[src/rtl/skidreg_pkg.sv]
// Shared ready/valid (dti) definitions: buffer state encoding and small
// state-decoding helpers reused by buffering blocks and their benches.
package dti_pkg;

  localparam int unsigned DTI_W_DEFAULT = 16;

  // 2'b11 is deliberately left unused; blocks treat it as illegal.
  typedef enum logic [1:0] {
    EMPTY = 2'b00,
    HALF  = 2'b01,
    FULL  = 2'b10
  } skidreg_state_t;

  function automatic logic state_has_word(input skidreg_state_t s);
    return (s == HALF) || (s == FULL);
  endfunction

  function automatic logic state_can_accept(input skidreg_state_t s);
    return (s == EMPTY) || (s == HALF);
  endfunction

endpackage

[src/rtl/skidreg_if.sv]
// Ready/valid handshake bundle; the producer drives data/valid and the
// consumer drives ready.
interface dti #(
  parameter int unsigned W = 16
) ();

  logic [W-1:0] data;
  logic         valid;
  logic         ready;

  modport producer (
    output data,
    output valid,
    input  ready
  );

  modport consumer (
    input  data,
    input  valid,
    output ready
  );

  modport monitor (
    input data,
    input valid,
    input ready
  );

endinterface

[src/rtl/skidreg.sv]
// Fully registered two-entry skid buffer: din.ready and dout.valid/data come
// straight from flops, so the block breaks timing paths in both directions.
module skidreg
  import dti_pkg::*;
#(
  parameter int unsigned    DIN  = 16,
  parameter logic [DIN-1:0] INIT = '0
) (
  input logic   clk,
  input logic   rst,
  dti.consumer  din,
  dti.producer  dout
);

  skidreg_state_t state_q;
  skidreg_state_t state_d;

  logic [DIN-1:0] main_q;
  logic [DIN-1:0] skid_q;
  logic           valid_q;
  logic           ready_q;

  logic load_main_in;
  logic load_main_skid;
  logic load_skid;

  always_comb begin
    state_d        = state_q;
    load_main_in   = 1'b0;
    load_main_skid = 1'b0;
    load_skid      = 1'b0;
    case (state_q)
      EMPTY: begin
        if (din.valid) begin
          load_main_in = 1'b1;
          state_d      = HALF;
        end
      end
      HALF: begin
        case ({din.valid, dout.ready})
          2'b11: load_main_in = 1'b1;
          2'b10: begin
            load_skid = 1'b1;
            state_d   = FULL;
          end
          2'b01:   state_d = EMPTY;
          default: state_d = HALF;
        endcase
      end
      FULL: begin
        if (dout.ready) begin
          load_main_skid = 1'b1;
          state_d        = HALF;
        end
      end
      default: state_d = EMPTY;
    endcase
  end

  // Handshake outputs are registered from the next state rather than decoded
  // from the current one, keeping them one flop away from any input.
  always_ff @(posedge clk or posedge rst) begin
    if (rst) begin
      state_q <= EMPTY;
      valid_q <= 1'b0;
      ready_q <= 1'b1;
    end else begin
      state_q <= state_d;
      valid_q <= state_has_word(state_d);
      ready_q <= state_can_accept(state_d);
    end
  end

  always_ff @(posedge clk or posedge rst) begin
    if (rst) begin
      main_q <= INIT;
    end else if (load_main_in) begin
      main_q <= din.data;
    end else if (load_main_skid) begin
      main_q <= skid_q;
    end
  end

  // skid is never visible on dout until copied to main, so it needs no reset.
  always_ff @(posedge clk) begin
    if (load_skid) begin
      skid_q <= din.data;
    end
  end

  assign din.ready  = ready_q;
  assign dout.valid = valid_q;
  assign dout.data  = main_q;

endmodule

[src/flat_wrapper.sv]
// flat-port wrapper written by rule: the top's interface ports become plain ports
module skidreg_flat import dti_pkg::*;
#(
  parameter int unsigned    DIN  = 16,
  parameter logic [DIN-1:0] INIT = '0
)
  (clk, rst, din_data, din_valid, din_ready, dout_data, dout_valid, dout_ready);
  dti #(.W(16)) din_i ();
  dti #(.W(16)) dout_i ();
  input logic clk;
  input logic rst;
  input wire logic [$bits(din_i.data)-1:0] din_data;
  input wire logic [$bits(din_i.valid)-1:0] din_valid;
  output wire logic [$bits(din_i.ready)-1:0] din_ready;
  output wire logic [$bits(dout_i.data)-1:0] dout_data;
  output wire logic [$bits(dout_i.valid)-1:0] dout_valid;
  input wire logic [$bits(dout_i.ready)-1:0] dout_ready;
  assign din_i.data = din_data;
  assign din_i.valid = din_valid;
  assign din_ready = din_i.ready;
  assign dout_data = dout_i.data;
  assign dout_valid = dout_i.valid;
  assign dout_i.ready = dout_ready;
  skidreg #(.DIN(DIN), .INIT(INIT)) u_core (.clk(clk), .rst(rst), .din(din_i), .dout(dout_i));
endmodule
[config.mk]
export PLATFORM = sky130hd
export DESIGN_NAME = skidreg_flat
export DESIGN_NICKNAME = d
export VERILOG_FILES = /design/src/rtl/skidreg_pkg.sv /design/src/rtl/skidreg_if.sv /design/src/rtl/skidreg.sv /design/src/flat_wrapper.sv
export SDC_FILE = /design/constraint.sdc
export NUM_CORES = 1
export LEC_CHECK = 0
export BUFFER_PORTS_ARGS = -buffer_cell sky130_fd_sc_hd__buf_2
export CAP_MARGIN = 20
export CORE_MARGIN = 3
export CORE_UTILIZATION = 55
export DETAILED_ROUTE_END_ITERATION = 12
export MAX_ROUTING_LAYER = met4
export PLACE_DENSITY = 0.82
export SYNTH_ARGS = -nofsm -noshare
export SYNTH_HDL_FRONTEND = slang
export SYNTH_SLANG_ARGS = --single-unit
[constraint.sdc]
create_clock -name clk -period 4.2 [get_ports clk]
set_clock_uncertainty 0.1 [all_clocks]
set_input_delay 0.21 -clock clk [delete_from_list [all_inputs] [get_ports clk]]
set_output_delay 0.21 -clock clk [all_outputs]
set_load 0.1 [all_outputs]
==> qor.txt, run 1 <==
Post-Place Setup Slack - 2.18 ns
Critical-path maximum fanout - 4
Vias per inst - 5.47
Diodes inserted - 0
Outcome - finished clean
R2R depth - 2
Sink Count - 36
Library cells used by synthesis - 24
Slowest stage delay, CP - 0.53 ns
GRT overflow - 0
Crit share post-route - 48.8%
Initial DRC count - 81
Max Cap Viol - 0
Worst Path Arrival - 2.22 ns
Antenna Nets Post-Route - 0
Reg-to-Reg End - u_core.skid_q[11]
Worst endpoint required time - 4.36 ns
Syn avg cell area - 15.4 sq um
Worst-Margin Slew - 0.769 ns
Htree depth - 2
Crit path top cell by count - ha_1
Routed WL - 3.12 mm
Crit start category - primary input
Remaining DRCs - 0
FP Rows - 18
Die Footprint - 3510 sq um
Commonest non-fill, non-tap cells in the layout - 37 x buf_2, 21 x mux2i_1, 19 x dfrtp_1
Setup violators final - 0
Total clock buffers created by CTS - 5
Worst skew pair latency - 0.34 ns
Routed WL per cell - 16.4 um
Largest net degree at the start of global routing - 21
Min-Delay Path Depth - 3
# Post-CTS Setup Buffers - 0
Die width - 59.2 um
Post-DP HPWL - 2.10 mm
Max Buffers Root-to-Sink - 2
Final worst-path setup slack - 2.15 ns
Critical path, cell by cell - dlygate4sd3_1 -> buf_2 -> ha_1 -> mux2_2 -> a21oi_1 -> o21ai_0 -> ha_1 -> or2_2
Net count reported at finish - 184
Clock Pin Slew Worst Setup and Hold Paths - 0.10 ns
Initial antenna violation count - 0
Post-route setup TNS - 0 ns
Max Slew Vio Count - 0
Rel. slew slack - 48.7%
Total number of vias - 1045
CP Capture Type - flop
R2R Setup Slk - 2.18 ns
DR pass1 iterations - 4
Root Buffer - clkbuf_4
Vias in the first global route - 1056
Top-Level Pins - 38
Starting Density - 60.1%
Die height - 59.2 um
WHS Endpoint - u_core.state_q[1]
RR Startpoint - u_core.state_q[1]
Syn Nets - 125
CP Buf/Inv Count - 2
Yosys reg bits - 36
CP Class - in -> reg
Synthesized area - 1560 sq um
CTS tree - yes
Min-Delay Path Class - in -> reg
Global-route wire length before repair - 4.85 mm
Fin. Hold Viols - 0
Post-synthesis sequential area ratio - 63.1%
Most common cell after layout, fill and taps aside - buf_2
FMAX - 0.488 GHz
Cells after synthesis - 101
Crit path max-delay family - buffers and inverters
Worst hold start - din_valid
Core box area - 2590 sq um
Tot GR Track Use - 20.2%
Syn-to-layout area delta - 30.7%
Final Critical Period - 2.05 ns
RSZ-0062 raised after global routing - no
Slowest-stage cell, CP - dlygate4sd3_1
Share of layout cells above drive strength 1 - 32.9%
Yosys warning total - 0
Port Buffer Count - 37
CTS resizes - 0
GPL Wtd Cong - 0.780
## cell usage after synthesis (all sizes together)
| master | instances | area, sq um |
|---|---|---|
| a21oi | 2 | 10.0 |
| a221o | 9 | 90.1 |
| and3 | 10 | 62.6 |
| buf | 2 | 18.8 |
| clkbuf | 2 | 8.75 |
| dfrtp | 19 | 475 |
| dfstp | 1 | 26.3 |
| edfxtp | 16 | 480 |
| ha | 4 | 50.1 |
| inv | 4 | 15.0 |
| mux2 | 1 | 11.3 |
| mux2i | 23 | 255 |
| nand2 | 1 | 3.75 |
| nand2b | 1 | 6.26 |
| nand3b | 1 | 7.51 |
| nor2 | 1 | 11.3 |
| nor2b | 1 | 6.26 |
| o21a | 1 | 7.51 |
| o21ai | 1 | 5.00 |
| or2 | 1 | 6.26 |
## layout make-up
class	count	area, sq um
flip-flops and latches	36	982
fillers	149	554
multi-input cells	57	533
repair buffers	56	373
clock buffers	7	65.1
well taps	30	37.5
clock inverters	1	30.0
inverters	4	15.0
## registers in the layout (all words and copies together) (netlist names)
register,cells
u_core.dout.data,16
u_core.din.ready,1
u_core.dout.valid,1
u_core.state_q,2
u_core.skid_q,16
## logic make-up (layout without fill, tap and decap cells)
group                      count (synthesis)  count (layout)  share of synthesized area, %
muxes                                     24              24                          17.1
buffers and inverters                      8              68                          2.73
DFF                                       36              36                          63.1
and+or+nand+nor                           16              16                          6.67
AOI/OAI and AO/OA                         13              13                          7.23
adders and majority gates                  4               4                          3.21
## timing repair
action                                  in CTS  in global routing
endpoints found under the hold margin       36                  0
endpoints found under the setup margin       0                  0
hold buffers                                18                  0
## tightest hold or removal path, delay by kind of cell
kind | cells | cell delay [ns]
buffers and inverters | 1 | 0.14
and+or+nand+nor | 1 | 0.10
AOI/OAI and AO/OA | 1 | 0.08
## per-stage QoR
step	cells	instance area, sq um	hold slack (ns)	utilization [%]
finish	191	2040	0.134	78.6
floorplan	101	1560	0.0731	-
global route	191	2040	0.139	78.6
CTS	191	2040	0.122	78.6
global placement	165	1760	0.277	68.0
detailed placement	165	1760	0.290	68.0
## routing by layer
| metal | up-vias | GRT usage [%] | part of all wire, % |
|---|---|---|---|
| li1 | 503 | - | - |
| met1 | 495 | 23.8 | 42 |
| met2 | 38 | 31.0 | 50 |
| met3 | 9 | 4.79 | 5.6 |
| met4 | 0 | 12.3 | 2.1 |
| met5 | - | - | 0 |
## worst max-delay path by stage
stage | startpoint | cells after the start | end
2_1_floorplan | u_core.state_q[0] | 8 | u_core.din.ready
3_3_place_gp | u_core.state_q[1] | 2 | u_core.skid_q[4]
3_5_place_dp | u_core.state_q[1] | 2 | u_core.skid_q[7]
4_1_cts | u_core.state_q[1] | 2 | u_core.skid_q[11]
5_1_grt | u_core.state_q[1] | 2 | u_core.skid_q[0]
6_report | dout_ready | 8 | u_core.din.ready
Power of run 1 is not shown: default switching activity piles up to over one toggle a cycle in this logic, so the estimate is an artifact.
==> run 2: changes to the inputs <==
- CORE_UTILIZATION: 55 -> 52
- PLACE_DENSITY: 0.82 -> 0.78
- clock period: 4.2 -> 2.15 ns (I/O delays scaled with it)
==> run 2 against run 1 <==
  * Worst setup slack worse by 1.9 ns
  * Register-to-register slack worse by 1.9 ns
  * First-iteration DRC count decreased by 51%
  * Critical path depth stayed put
  * Clock-buffer cell count down 1
==> qor.txt, run 2 (synthesis results as in run 1) <==
Worst-Margin Slew - 0.786 ns (+0.0174 ns)
GRT overflow - 0 (unchanged)
Reg-to-Reg End - u_core.din.ready
# Post-CTS Setup Buffers - 0 (unchanged)
Routed WL per cell - 16.8 um (+3.0%)
Diodes inserted - 0 (unchanged)
Crit start category - primary input
RR Startpoint - u_core.state_q[0]
Initial antenna violation count - 0 (unchanged)
Post-route setup TNS - 0 ns (unchanged)
Initial DRC count - 40 (-51%)
Total number of vias - 1099 (+5.2%)
Post-DP HPWL - 2.15 mm (+2.6%)
RSZ-0062 raised after global routing - no
FMAX - 0.513 GHz
Outcome - finished clean
Min-Delay Path Depth - 3 (unchanged)
Sink Count - 36 (unchanged)
WHS Endpoint - u_core.state_q[1]
CTS tree - yes
Worst skew pair latency - 0.34 ns (about the same)
Setup violators final - 0 (unchanged)
Port Buffer Count - 37 (unchanged)
Critical-path maximum fanout - 4 (unchanged)
Fin. Hold Viols - 0 (unchanged)
Htree depth - 2 (unchanged)
Max Buffers Root-to-Sink - 2 (unchanged)
Vias per inst - 5.61 (+2.5%)
Net count reported at finish - 188 (+2.2%)
DR pass1 iterations - 4 (unchanged)
Clock Pin Slew Worst Setup and Hold Paths - 0.09 ns (about the same)
Core box area - 2810 sq um (+8.3%)
Largest net degree at the start of global routing - 21 (unchanged)
Hold_buf cts - 18 (unchanged)
FP Rows - 19 (+1)
Root Buffer - clkbuf_4
R2R Setup Slk - 0.28 ns (-1.90 ns)
Slowest stage delay, CP - 0.52 ns (about the same)
Crit share post-route - 90.6%
Syn-to-layout area delta - 30.0%
Starting Density - 55.5% (-4.6 points)
Global-route wire length before repair - 5.21 mm (+7.4%)
Die Footprint - 3690 sq um (+5.2%)
Vias in the first global route - 1123 (+6.3%)
Tot GR Track Use - 20.8% (+0.60 points)
Final Critical Period - 1.95 ns
CTS resizes - 0 (unchanged)
Min-Delay Path Class - in -> reg
CP Capture Type - flop
GPL Wtd Cong - 0.727 (-6.8%)
Share of layout cells above drive strength 1 - 33.3% (+0.41 points)
Commonest non-fill, non-tap cells in the layout - 37 x buf_2, 21 x mux2i_1, 19 x dfrtp_1
Rel. slew slack - 47.5% (-1.2 points)
Critical path, cell by cell - dlygate4sd3_1 -> buf_2 -> ha_1 -> mux2_2 -> a21oi_1 -> o21ai_0 -> ha_1 -> or2_2
Die height - 60.7 um (+2.5%)
Worst hold start - din_valid
Worst Path Arrival - 2.11 ns (-0.11 ns)
Most common cell after layout, fill and taps aside - buf_2
Worst endpoint required time - 2.32 ns (-2.04 ns)
Remaining DRCs - 0 (unchanged)
Total clock buffers created by CTS - 5 (unchanged)
Max Cap Viol - 0 (unchanged)
Antenna Nets Post-Route - 0 (unchanged)
Routed WL - 3.30 mm (+5.7%)
Top-Level Pins - 38 (unchanged)
R2R depth - 5 (+3)
CP Class - in -> reg
Slowest-stage cell, CP - dlygate4sd3_1
Die width - 60.7 um (+2.5%)
Max Slew Vio Count - 0 (unchanged)
Crit path top cell by count - ha_1
-- run 2: cell types whose count changed in the layout (fill, tap and decap cells not counted) --
| cell | before | now |
|---|---|---|
| clkinvlp_4 | 0 | 1 |
| clkbuf_1 | 0 | 1 |
| bufinv_16 | 1 | 0 |
| clkbuf_8 | 2 | 0 |
| buf_4 | 1 | 5 |
| clkinv_1 | 0 | 1 |
-- run 2: how the worst max path moves through the flow --
stage                      start          endpoint  slack [ns]  cells past startpoint
2_1_floorplan  u_core.state_q[0]  u_core.din.ready        0.39                      8
3_3_place_gp   u_core.state_q[0]  u_core.din.ready        0.35                      5
3_5_place_dp   u_core.state_q[0]  u_core.din.ready        0.29                      5
4_1_cts               dout_ready  u_core.din.ready        0.20                      8
5_1_grt               dout_ready  u_core.din.ready        0.11                      8
6_report              dout_ready  u_core.din.ready        0.20                      8
-- run 2: critical path, delay by kind of cell --
kind            cells  cell delay, ns
compound gates      2            0.29
fa+ha+maj           2            0.46
buf+inv             2            0.66
mux                 1            0.31
simple gates        1            0.27
-- run 2: metrics by stage --
stage | setup slack (ns) | area (sq um) | std cells | utilization (%) | hold WS, ns
2_1_floorplan | 0.388 | 1560 | 101 | - | -0.0294
3_3_place_gp | 0.353 | 1790 | 170 | 63.9 | 0.182
3_5_place_dp | 0.291 | 1790 | 170 | 63.9 | 0.201
4_1_cts | 0.204 | 2020 | 196 | 72.2 | 0.0187
5_1_grt | 0.108 | 2020 | 196 | 72.2 | 0.0392
6_report | 0.201 | 2020 | 196 | 72.2 | 0.0359
-- run 2: layout make-up --
cell class | instances | area (sq um)
Inverter | 4 | 15.0
Fill cell | 207 | 781
Tap cell | 31 | 38.8
Timing Repair Buffer | 60 | 403
Sequential cell | 36 | 982
Clock buffer | 6 | 41.3
Multi-Input combinational cell | 57 | 533
Clock inverter | 2 | 11.3
-- run 2: routing by layer --
metal	part of all wire, %	GRT usage, %
met5	0	-
met2	51	33.3
met1	41	25.2
met4	1.4	6.50
met3	5.9	6.38
Power of run 2 is left out for the same reason.
